<file path="src/rtl/segment_transition_ctrl_pkg.sv">
// Shared encodings for segment transition control, reused by the modulation and STM controllers.
package segment_transition_ctrl_pkg;

    localparam logic [7:0]  TRANSITION_MODE_SYNC_IDX  = 8'h00;
    localparam logic [7:0]  TRANSITION_MODE_SYS_TIME  = 8'h01;
    localparam logic [7:0]  TRANSITION_MODE_GPIO      = 8'h02;
    localparam logic [7:0]  TRANSITION_MODE_IMMEDIATE = 8'hFF;

    localparam logic [15:0] REP_INF = 16'hFFFF;

    typedef enum logic [1:0] {
        StPlayInf,
        StPlayFin,
        StStopped,
        StWait
    } trans_state_e;

    function automatic logic mode_is_valid(input logic [7:0] mode);
        return (mode == TRANSITION_MODE_SYNC_IDX) || (mode == TRANSITION_MODE_SYS_TIME) ||
               (mode == TRANSITION_MODE_GPIO)     || (mode == TRANSITION_MODE_IMMEDIATE);
    endfunction

endpackage

</file>
<file path="src/rtl/gpio_edge_sync.sv">
// Two-flop synchronizer for asynchronous trigger pins with a one-cycle rising-edge pulse.
module gpio_edge_sync #(
    parameter int unsigned Width = 4
) (
    input  logic             i_clk,
    input  logic             i_rst,
    input  logic [Width-1:0] i_async,
    output logic [Width-1:0] o_rise
);

    logic [Width-1:0] r_meta;
    logic [Width-1:0] r_sync;
    logic [Width-1:0] r_prev;

    always_ff @(posedge i_clk) begin
        if (i_rst) begin
            r_meta <= '0;
            r_sync <= '0;
            r_prev <= '0;
        end else begin
            r_meta <= i_async;
            r_sync <= r_meta;
            r_prev <= r_sync;
        end
    end

    assign o_rise = r_sync & ~r_prev;

endmodule

</file>
<file path="src/rtl/segment_transition_ctrl.sv">
// Selects the active read segment and schedules switches on index wrap, time, GPIO or at once,
// while counting loops of finite segments.
module segment_transition_ctrl
    import segment_transition_ctrl_pkg::*;
#(
    parameter logic [15:0] REP_INF = segment_transition_ctrl_pkg::REP_INF
) (
    input  logic             i_clk,
    input  logic             i_rst,
    input  logic             i_update,
    input  logic             i_req_rd_segment,
    input  logic [7:0]       i_transition_mode,
    input  logic [63:0]      i_transition_value,
    input  logic [1:0][15:0] i_rep,
    input  logic [63:0]      i_sys_time,
    input  logic             i_loop_end,
    input  logic [3:0]       i_gpio_in,
    output logic             o_segment,
    output logic             o_seg_start,
    output logic             o_stop,
    output logic             o_busy
);

    trans_state_e r_state;
    logic         r_segment;
    logic         r_seg_start;
    logic         r_stop;
    logic         r_fin;
    logic [15:0]  r_cnt;
    logic         r_pend_seg;
    logic [7:0]   r_pend_mode;
    logic [63:0]  r_pend_value;

    trans_state_e w_state_nxt;
    logic         w_segment_nxt;
    logic         w_seg_start_nxt;
    logic         w_stop_nxt;
    logic         w_fin_nxt;
    logic [15:0]  w_cnt_nxt;
    logic         w_pend_seg_nxt;
    logic [7:0]   w_pend_mode_nxt;
    logic [63:0]  w_pend_value_nxt;

    logic [3:0]   w_rise;
    logic         w_upd_imm;
    logic         w_upd_wait;
    logic         w_trig_cond;
    logic         w_trigger;
    logic         w_sw_en;
    logic         w_sw_seg;
    logic         w_sw_fin;

    gpio_edge_sync #(
        .Width (4)
    ) u_gpio_edge_sync (
        .i_clk   (i_clk),
        .i_rst   (i_rst),
        .i_async (i_gpio_in),
        .o_rise  (w_rise)
    );

    always_comb begin
        w_upd_imm  = i_update && (i_transition_mode == TRANSITION_MODE_IMMEDIATE);
        w_upd_wait = i_update && mode_is_valid(i_transition_mode) && !w_upd_imm;

        // A stopped segment never produces another LOOP_END, so SYNC_IDX fires on STOP instead.
        unique case (r_pend_mode)
            TRANSITION_MODE_SYNC_IDX: w_trig_cond = i_loop_end || r_stop;
            TRANSITION_MODE_SYS_TIME: w_trig_cond = (i_sys_time >= r_pend_value);
            TRANSITION_MODE_GPIO:     w_trig_cond = w_rise[r_pend_value[1:0]];
            default:                  w_trig_cond = 1'b0;
        endcase

        w_trigger = (r_state == StWait) && !w_upd_imm && !w_upd_wait && w_trig_cond;
        w_sw_en   = w_upd_imm || w_trigger;
        w_sw_seg  = w_upd_imm ? i_req_rd_segment : r_pend_seg;
        w_sw_fin  = (i_rep[w_sw_seg] != REP_INF);
    end

    always_comb begin
        w_state_nxt      = r_state;
        w_segment_nxt    = r_segment;
        w_seg_start_nxt  = 1'b0;
        w_stop_nxt       = r_stop;
        w_fin_nxt        = r_fin;
        w_cnt_nxt        = r_cnt;
        w_pend_seg_nxt   = r_pend_seg;
        w_pend_mode_nxt  = r_pend_mode;
        w_pend_value_nxt = r_pend_value;

        // Loop counting continues in WAIT; only a switch resets it.
        if (r_fin && !r_stop && i_loop_end) begin
            if (r_cnt == i_rep[r_segment]) begin
                w_stop_nxt = 1'b1;
                if (r_state != StWait) begin
                    w_state_nxt = StStopped;
                end
            end else begin
                w_cnt_nxt = r_cnt + 16'd1;
            end
        end

        if (w_sw_en) begin
            w_segment_nxt    = w_sw_seg;
            w_seg_start_nxt  = 1'b1;
            w_stop_nxt       = 1'b0;
            w_cnt_nxt        = '0;
            w_fin_nxt        = w_sw_fin;
            w_state_nxt      = w_sw_fin ? StPlayFin : StPlayInf;
            w_pend_seg_nxt   = 1'b0;
            w_pend_mode_nxt  = '0;
            w_pend_value_nxt = '0;
        end else if (w_upd_wait) begin
            w_state_nxt      = StWait;
            w_pend_seg_nxt   = i_req_rd_segment;
            w_pend_mode_nxt  = i_transition_mode;
            w_pend_value_nxt = i_transition_value;
        end
    end

    always_ff @(posedge i_clk) begin
        if (i_rst) begin
            r_state      <= StPlayInf;
            r_segment    <= 1'b0;
            r_seg_start  <= 1'b0;
            r_stop       <= 1'b0;
            r_fin        <= 1'b0;
            r_cnt        <= '0;
            r_pend_seg   <= 1'b0;
            r_pend_mode  <= '0;
            r_pend_value <= '0;
        end else begin
            r_state      <= w_state_nxt;
            r_segment    <= w_segment_nxt;
            r_seg_start  <= w_seg_start_nxt;
            r_stop       <= w_stop_nxt;
            r_fin        <= w_fin_nxt;
            r_cnt        <= w_cnt_nxt;
            r_pend_seg   <= w_pend_seg_nxt;
            r_pend_mode  <= w_pend_mode_nxt;
            r_pend_value <= w_pend_value_nxt;
        end
    end

    assign o_segment   = r_segment;
    assign o_seg_start = r_seg_start;
    assign o_stop      = r_stop;
    assign o_busy      = (r_state == StWait);

endmodule

</file>
<file path="config.mk">
export PLATFORM = sky130hd
export DESIGN_NAME = segment_transition_ctrl
export DESIGN_NICKNAME = d
export VERILOG_FILES = /design/src/rtl/segment_transition_ctrl_pkg.sv /design/src/rtl/gpio_edge_sync.sv /design/src/rtl/segment_transition_ctrl.sv
export SDC_FILE = /design/constraint.sdc
export NUM_CORES = 1
export LEC_CHECK = 0
export CAP_MARGIN = 10
export CORE_AREA = 2 2 150 152
export DETAILED_ROUTE_END_ITERATION = 12
export DIE_AREA = 0 0 152 154
export SLEW_MARGIN = 25
export SYNTH_ARGS = -nofsm -noshare
export SYNTH_HDL_FRONTEND = slang
export SYNTH_SLANG_ARGS = --single-unit
</file>
<file path="constraint.sdc">
create_clock -name i_clk -period 2.6 [get_ports i_clk]
set_input_delay 0.39 -clock i_clk [delete_from_list [all_inputs] [get_ports i_clk]]
set_output_delay 0.39 -clock i_clk [all_outputs]
set_load 0.005 [all_outputs]
</file>
==> results of run 1 <==
-- kinds of logic after synthesis --
group / Yosys count
muxes: 89
adders and majority gates: 65
DFF: 107
and+or+nand+nor: 229
AOI/OAI and AO/OA: 56
xor gates and xnor gates: 31
buffers and inverters: 102
-- flip-flops by register name (all words and copies together), names as in the netlist, 2 cells and up --
register                 cells
u_gpio_edge_sync.r_sync      4
u_gpio_edge_sync.r_meta      4
r_pend_mode                  8
u_gpio_edge_sync.r_prev      4
r_state                      2
r_cnt                       16
r_pend_value                64
-- worst max path at each step --
stage                  endpoint  cells past startpoint
2_1_floorplan         o_segment                      9
4_1_cts        r_pend_value[31]                     12
3_3_place_gp         r_state[0]                     11
5_1_grt        r_pend_value[37]                     13
3_5_place_dp   r_pend_value[24]                     12
6_report       r_pend_value[29]                     11
-- per-layer routing --
metal / up-vias / GRT usage
met1: 2545 / 0.200
met4: 0 / 0.0369
met3: 13 / 0.0364
met5: - / 0
met2: 117 / 0.256
li1: 2837 / -
-- stage by stage --
stage / area [µm²] / setup TNS (ns) / instances
2_1_floorplan: 6450 / 0 / 679
3_3_place_gp: 8810 / -67.25 / 1140
3_5_place_dp: 8810 / -66.03 / 1140
4_1_cts: 9360 / -0.645 / 1166
5_1_grt: 9500 / -9.94 / 1171
6_report: 9500 / -0.458 / 1173
-- critical path, delay by kind of cell --
family	cells	cell delay, ns
buffers and inverters	4	0.92
and+or+nand+nor	2	0.30
adders and majority gates	1	0.33
AOI/OAI and AO/OA	4	0.99
-- final cells by class --
cell class,count,area [µm²],share of cell area
Sequential cell,107,2150,0.226
Inverter,66,248,0.0261
Timing Repair Buffer,232,2350,0.247
Tap cell,280,350,0.0369
Antenna cell,2,5.00,0.000527
Clock buffer,12,256,0.0270
Clock inverter,4,48.8,0.00513
Multi-Input combinational cell,470,4090,0.430
-- layout by cell type (no fill, tap or decap), types with 8 or more instances in the layout --
cell,netlist,final
sky130_fd_sc_hd__nand2_1,24,24
sky130_fd_sc_hd__a21oi_1,24,20
sky130_fd_sc_hd__clkbuf_16,0,11
sky130_fd_sc_hd__nor3_1,44,43
sky130_fd_sc_hd__and4_1,10,9
sky130_fd_sc_hd__xor2_1,15,15
sky130_fd_sc_hd__nand4_1,34,34
sky130_fd_sc_hd__inv_1,64,61
sky130_fd_sc_hd__nor2_1,11,11
sky130_fd_sc_hd__buf_4,1,39
sky130_fd_sc_hd__xnor2_1,16,16
sky130_fd_sc_hd__dfxtp_2,0,8
sky130_fd_sc_hd__nor2b_1,17,17
sky130_fd_sc_hd__nor3_2,50,50
sky130_fd_sc_hd__dfxtp_1,107,99
sky130_fd_sc_hd__ha_1,65,59
sky130_fd_sc_hd__a21o_1,8,8
sky130_fd_sc_hd__mux2i_1,85,85
sky130_fd_sc_hd__dlygate4sd2_1,0,17
sky130_fd_sc_hd__clkdlybuf4s50_1,0,161
-- what timing repair did --
action | 4_1_cts | 5_1_grt
pin swaps | 6 | 22
resized for setup | 47 | 16
endpoints found under the hold margin | 0 | 0
endpoints found under the setup margin | 95 | 95
setup buffers | 10 | 4
cloned | 2 | 2
-- power by group through the flow --
| stage | clock network (mW) | registers (mW) | logic (mW) |
|---|---|---|---|
| floorplan | 0 | 1.69 | 0.176 |
| global placement | 0 | 1.69 | 0.529 |
| detailed placement | 0 | 1.69 | 0.529 |
| CTS | 1.48 | 1.65 | 0.542 |
| global route | 1.53 | 1.65 | 0.600 |
| finish | 1.41 | 1.65 | 0.548 |
==> impl_metrics.env, run 1 <==
export IMPL_outcome="complete, but fails checks"
export IMPL_violated_checks="negative setup slack"
export IMPL_postSynth_asyncResetShare=0
export IMPL_fraction_of_the_mapped_netlist_area_in_compound_gates=0.0568
export IMPL_syn_to_final_growth_pct=47.3
export IMPL_place_congestion=0.830
export IMPL_cts_hold_repair_buffers=0
export IMPL_highest_signal_layer="met4"
export IMPL_power_internal_mw=2.79
export IMPL_final_max_slew_violation_count=0
export IMPL_num_rows=54
export IMPL_synthesis_nets=921
export IMPL_drc=0
export IMPL_clock_power_share=0.391
export IMPL_antenna_violations_before_repair=1
export IMPL_h_tree_depth=3
export IMPL_power_density_mw_per_mm2=380
export IMPL_synth_area_mux_share=0.141
export IMPL_detailroute_wirelength_met2_um=8380
export IMPL_tightest_slew_ns=0.872
export IMPL_synth_yosys_warnings=0
export IMPL_peak_ir_drop_on_the_vdd_network_v=0.000312
export IMPL_boundaryPins=181
export IMPL_cts_tree="done"
export IMPL_netlist_top_cells_count="107 x sky130_fd_sc_hd__dfxtp_1, 85 x sky130_fd_sc_hd__mux2i_1, 65 x sky130_fd_sc_hd__ha_1, 64 x sky130_fd_sc_hd__inv_1, 50 x sky130_fd_sc_hd__nor3_2"
export IMPL_synth_enable_flop_cells=0
export IMPL_hold_slack_ns=0.436
export IMPL_drt_pass_1_iters=5
export IMPL_global_route_wire_length_before_repair_um=29000
export IMPL_finalHoldViolCount=0
export IMPL_totalPowerFinal_mw=3.61
export IMPL_timing_critical_path_arrival_ns=2.94
export IMPL_pin_count_of_the_biggest_net_entering_global_routing=52
export IMPL_drt_total_wl_um=18100
export IMPL_clk_latency_ns=0.35
export IMPL_synthDistinctLibCells=48
export IMPL_finalCritPeriodShare=1.02
export IMPL_timing_max_slew_rel_slack=0.418
export IMPL_critical_path_cell_chain="clkdlybuf4s50_1 > ha_1 > nand4_1 > a21oi_2 > o311a_4 > a2111oi_4 > a41oi_4 > buf_6 > buf_12 > clkbuf_16 > nor3_2"
export IMPL_grt_pass1_vias=5607
export IMPL_ys_top_cells_by_area="sky130_fd_sc_hd__dfxtp_1 33%, sky130_fd_sc_hd__mux2i_1 13%, sky130_fd_sc_hd__ha_1 13%"
export IMPL_post_route_worst_setup_slack_ns=-0.0645
export IMPL_final_net_count=1128
export IMPL_synth_adder_area_share=0.126
export IMPL_routed_wire_length_on_met3_um=828
export IMPL_worstPathMaxFanout=5
export IMPL_r2r_start="r_pend_value[63]"
export IMPL_cp_slowest_stage_delay_ns=0.45
export IMPL_pre_cts_slack_ns=-0.746
export IMPL_tritoncts_num_buffers=9
export IMPL_timing_setup_critical_path_class="primary input to flip-flop"
export IMPL_sequential_fraction_of_the_synthesis_area=0.332
export IMPL_initial_utilization=0.298
export IMPL_grt_total_ovfl=0
export IMPL_switching_share=0.227
export IMPL_crit_path_max_delay_cell_type="sky130_fd_sc_hd__clkdlybuf4s50_1"
export IMPL_die_height_um=154
export IMPL_via_per_inst=4.70
export IMPL_combinationalPowerShare=0.152
export IMPL_crit_path_start_kind="primary input"
export IMPL_static_leak_nw=3.93
export IMPL_worstSetupEndpointType="flip-flop"
export IMPL_worstSetupStartpoint="i_sys_time[43]"
export IMPL_worstRegToRegCells=15
export IMPL_num_fill_cells=2098
export IMPL_final_layout_size_suffix_gt1_frac=0.178
export IMPL_die_width_um=152
export IMPL_placement_io_buffers=180
export IMPL_synth_top_cell_area_share=0.332
export IMPL_netlist_area_mm2=0.00645
export IMPL_synthMostInstantiatedCell="sky130_fd_sc_hd__dfxtp_1"
export IMPL_dp_hpwl_um=13400
export IMPL_final_util=0.438
export IMPL_hold_start="r_pend_mode[7]"
export IMPL_worst_ep_required_time_ns=2.88
export IMPL_setup_viol=13
export IMPL_antenna_violating_nets_post_route=0
export IMPL_worstReg2RegEnd="r_pend_value[29]"
export IMPL_cts_root_buf="sky130_fd_sc_hd__clkbuf_16"
export IMPL_instance_count_along_the_most_critical_hold_path=2
export IMPL_post_synth_inst_count=679
export IMPL_dominant_synthesized_flop_cell="sky130_fd_sc_hd__dfxtp_1"
export IMPL_grt_util_all_layers=0.153
export IMPL_num_vias=5512
export IMPL_worstHoldPathType="flip-flop to flip-flop"
export IMPL_finClkSkew_ns=0.00911
export IMPL_core_region_area_mm2=0.0217
export IMPL_unrepaired_setup_endpoints_after_global_routing="yes"
export IMPL_clock_tree_sinks=107
export IMPL_switching_power_mw=0.820
export IMPL_m1WireLength_um=8660
export IMPL_main_combinational_cell_family_by_area_after_synthesis="simple AND/OR/NAND/NOR gates"
export IMPL_fmaxAchievable_mhz=375
export IMPL_hold_path_end="r_pend_mode[7]"
export IMPL_reg2reg_slack_ns=-0.04
export IMPL_design_die_area_mm2=0.0234
export IMPL_yosys_area_top_type="sky130_fd_sc_hd__dfxtp_1"
export IMPL_seqPwrFrac=0.458
export IMPL_clkTransAtPathRegs_ns=0.07
export IMPL_clk_path_buf_depth=2
export IMPL_initialDrtViolationCount=188
export IMPL_synth_seq_cells=107
export IMPL_fin_crit_ns=2.66
export IMPL_yosys_area_share_xor_xnor=0.0421
export IMPL_cap_violations=0
export IMPL_yosys_area_share_simple=0.236
export IMPL_synthesis_area_per_instance_um2=9.50
export IMPL_route_detailed_wl_per_inst_um=15.4
No activity file was read; power rests on OpenSTA's default activity.
==> inputs of run 2 (changes only) <==
--- a/config.mk
+++ b/config.mk
@@ -6,9 +6,10 @@
 export NUM_CORES = 1
 export LEC_CHECK = 0
 export CAP_MARGIN = 10
-export CORE_AREA = 2 2 150 152
+export CORE_AREA = 2 2 125 127
 export DETAILED_ROUTE_END_ITERATION = 12
-export DIE_AREA = 0 0 152 154
+export DIE_AREA = 0 0 127 129
+export PLACE_DENSITY = 0.76
 export SLEW_MARGIN = 25
 export SYNTH_ARGS = -nofsm -noshare
 export SYNTH_HDL_FRONTEND = slang
==> impl_metrics.env, run 2 (synthesis results as in run 1) <==
export IMPL_outcome="complete, but fails checks"
export IMPL_violated_checks="negative setup slack"
export IMPL_layout_common_cells="160 x sky130_fd_sc_hd__clkdlybuf4s50_1, 93 x sky130_fd_sc_hd__dfxtp_1, 85 x sky130_fd_sc_hd__mux2i_1"
export IMPL_design_die_area_mm2=0.0164
export IMPL_h_tree_depth=3
export IMPL_clk_path_buf_depth=2
export IMPL_global_route_wire_length_before_repair_um=26900
export IMPL_mostFrequentLayoutCell="sky130_fd_sc_hd__clkdlybuf4s50_1"
export IMPL_num_vias=5730
export IMPL_drc=0
export IMPL_largestRegisters="r_pend_value (64), r_cnt (16), r_pend_mode (8)"
export IMPL_largest_register="r_pend_value"
export IMPL_worstHoldPathType="flip-flop to flip-flop"
export IMPL_post_route_worst_setup_slack_ns=-0.0578
export IMPL_antenna_violations_before_repair=0
export IMPL_dp_hpwl_um=12400
export IMPL_final_net_count=1136
export IMPL_initial_utilization=0.431
export IMPL_static_leak_nw=4.08
export IMPL_grt_util_all_layers=0.204
export IMPL_die_height_um=129
export IMPL_r2r_start="r_pend_value[10]"
export IMPL_final_util=0.680
export IMPL_place_congestion=0.845
export IMPL_fin_crit_ns=2.66
export IMPL_timing_max_slew_rel_slack=0.645
export IMPL_finalCritPeriodShare=1.02
export IMPL_drt_pass_1_iters=5
export IMPL_cap_violations=0
export IMPL_cts_root_buf="sky130_fd_sc_hd__clkbuf_16"
export IMPL_clock_tree_sinks=107
export IMPL_power_density_mw_per_mm2=362
export IMPL_setup_total_negative_slack_ns=-0.201
export IMPL_num_rows=45
export IMPL_boundaryPins=181
export IMPL_totalPowerFinal_mw=3.69
export IMPL_worstPathMaxFanout=4
export IMPL_setup_viol=12
export IMPL_num_fill_cells=1185
export IMPL_hold_start="u_gpio_edge_sync.r_meta[2]"
export IMPL_via_per_inst=5.27
export IMPL_pre_cts_slack_ns=-0.825
export IMPL_finClkSkew_ns=0.00737
export IMPL_tightest_slew_ns=0.532
export IMPL_fmaxAchievable_mhz=376
export IMPL_peak_ir_drop_on_the_vdd_network_v=0.000299
export IMPL_clkTransAtPathRegs_ns=0.07
export IMPL_final_layout_size_suffix_gt1_frac=0.265
export IMPL_reg2reg_slack_ns=-0.02
export IMPL_layout_area_seq_mm2=0.00216
export IMPL_initialDrtViolationCount=191
export IMPL_grt_total_ovfl=0
export IMPL_placement_io_buffers=180
export IMPL_worstReg2RegEnd="r_state[0]"
export IMPL_final_cell_area_mm2=0.0102
export IMPL_timing_critical_path_arrival_ns=2.90
export IMPL_worstSetupEndpointType="flip-flop"
export IMPL_worst_ep_required_time_ns=2.84
export IMPL_pin_count_of_the_biggest_net_entering_global_routing=73
export IMPL_final_max_slew_violation_count=0
export IMPL_antennaDiodeCount=0
export IMPL_cts_tree="done"
export IMPL_crit_path_start_kind="primary input"
export IMPL_core_region_area_mm2=0.0150
export IMPL_drt_total_wl_um=18000
export IMPL_worstRegToRegCells=11
export IMPL_clk_latency_ns=0.35
export IMPL_finalHoldViolCount=0
export IMPL_instance_count_along_the_most_critical_hold_path=1
export IMPL_placed_cell_area_mm2=0.00879
export IMPL_syn_to_final_growth_pct=57.8
export IMPL_die_width_um=127
export IMPL_multi_input_gate_area_in_the_final_layout_mm2=0.00466
export IMPL_antenna_violating_nets_post_route=0
export IMPL_cts_hold_repair_buffers=0
export IMPL_tritoncts_num_buffers=9
export IMPL_route_detailed_wl_per_inst_um=16.5
export IMPL_largest_reg_flops=64
export IMPL_unrepaired_setup_endpoints_after_global_routing="yes"
export IMPL_timing_setup_critical_path_class="primary input to flip-flop"
export IMPL_grt_pass1_vias=5605
export IMPL_hold_path_end="u_gpio_edge_sync.r_sync[2]"
[run 2: cell count changes in the layout (fill, tap and decap cells not counted), moves of 6 or more]
cell                             before  now
sky130_fd_sc_hd__clkbuf_16           11   17
sky130_fd_sc_hd__ha_4                 6   17
sky130_fd_sc_hd__nor3_4               1   33
sky130_fd_sc_hd__dlygate4sd2_1       17   10
sky130_fd_sc_hd__ha_1                59   48
sky130_fd_sc_hd__dfxtp_2              8   14
sky130_fd_sc_hd__nor3_1              43    2
sky130_fd_sc_hd__dlymetal6s2s_1       1    9
sky130_fd_sc_hd__inv_2                3   11
sky130_fd_sc_hd__nor3_2              50   59
sky130_fd_sc_hd__inv_1               61   53
sky130_fd_sc_hd__dfxtp_1             99   93
[run 2: worst max-delay path: stages]
cell,delay [ns]
sky130_fd_sc_hd__clkdlybuf4s50_1,0.45
sky130_fd_sc_hd__ha_4,0.29
sky130_fd_sc_hd__and4_1,0.21
sky130_fd_sc_hd__and4_4,0.26
sky130_fd_sc_hd__nand3_2,0.09
sky130_fd_sc_hd__o211ai_1,0.14
sky130_fd_sc_hd__nand4_1,0.18
sky130_fd_sc_hd__a41oi_4,0.35
sky130_fd_sc_hd__clkbuf_16,0.22
sky130_fd_sc_hd__mux2_4,0.29
[run 2: report_power, final]
part | internal (mW) | switching, mW
registers | 1.65 | 0.00395
logic | 0.363 | 0.231
clock network | 0.842 | 0.601
[run 2: how the worst max path moves through the flow]
stage,end,slack (ns),from,depth (start not counted)
2_1_floorplan,o_segment,0.08,i_sys_time[63],9
6_report,r_state[0],-0.06,i_sys_time[19],10
4_1_cts,r_state[0],0.0009,i_sys_time[19],10
3_3_place_gp,r_cnt[15],-0.80,i_sys_time[13],12
3_5_place_dp,r_cnt[10],-0.83,i_sys_time[13],12
5_1_grt,r_state[0],-0.15,i_sys_time[48],11
[run 2: repair_timing]
action / CTS / global route
endpoints found under the setup margin: 95 / 95
buffers inserted: 4 / 1
pin swaps: 26 / 94
cloned: 1 / 9
gates resized for setup: 49 / 128
[run 2: cell type report]
class,count,share of cell area
multi-input cells,470,0.458
repair buffers,240,0.252
flip-flops and latches,107,0.212
inverters,66,0.0243
well taps,188,0.0231
clock buffers,11,0.0229
clock inverters,5,0.00762
[run 2: per-stage QoR]
step	cells	hold slack [ns]
global route	1087	0.458
CTS	1078	0.436
floorplan	679	0.414
global placement	1060	0.421
detailed placement	1060	0.425
finish	1087	0.444
[run 2: metal layers]
layer  routed length, µm  track usage
met2                8920        0.347
met1                8040        0.264
met3                 809       0.0462
met4                 215       0.0524
met5                   0            0
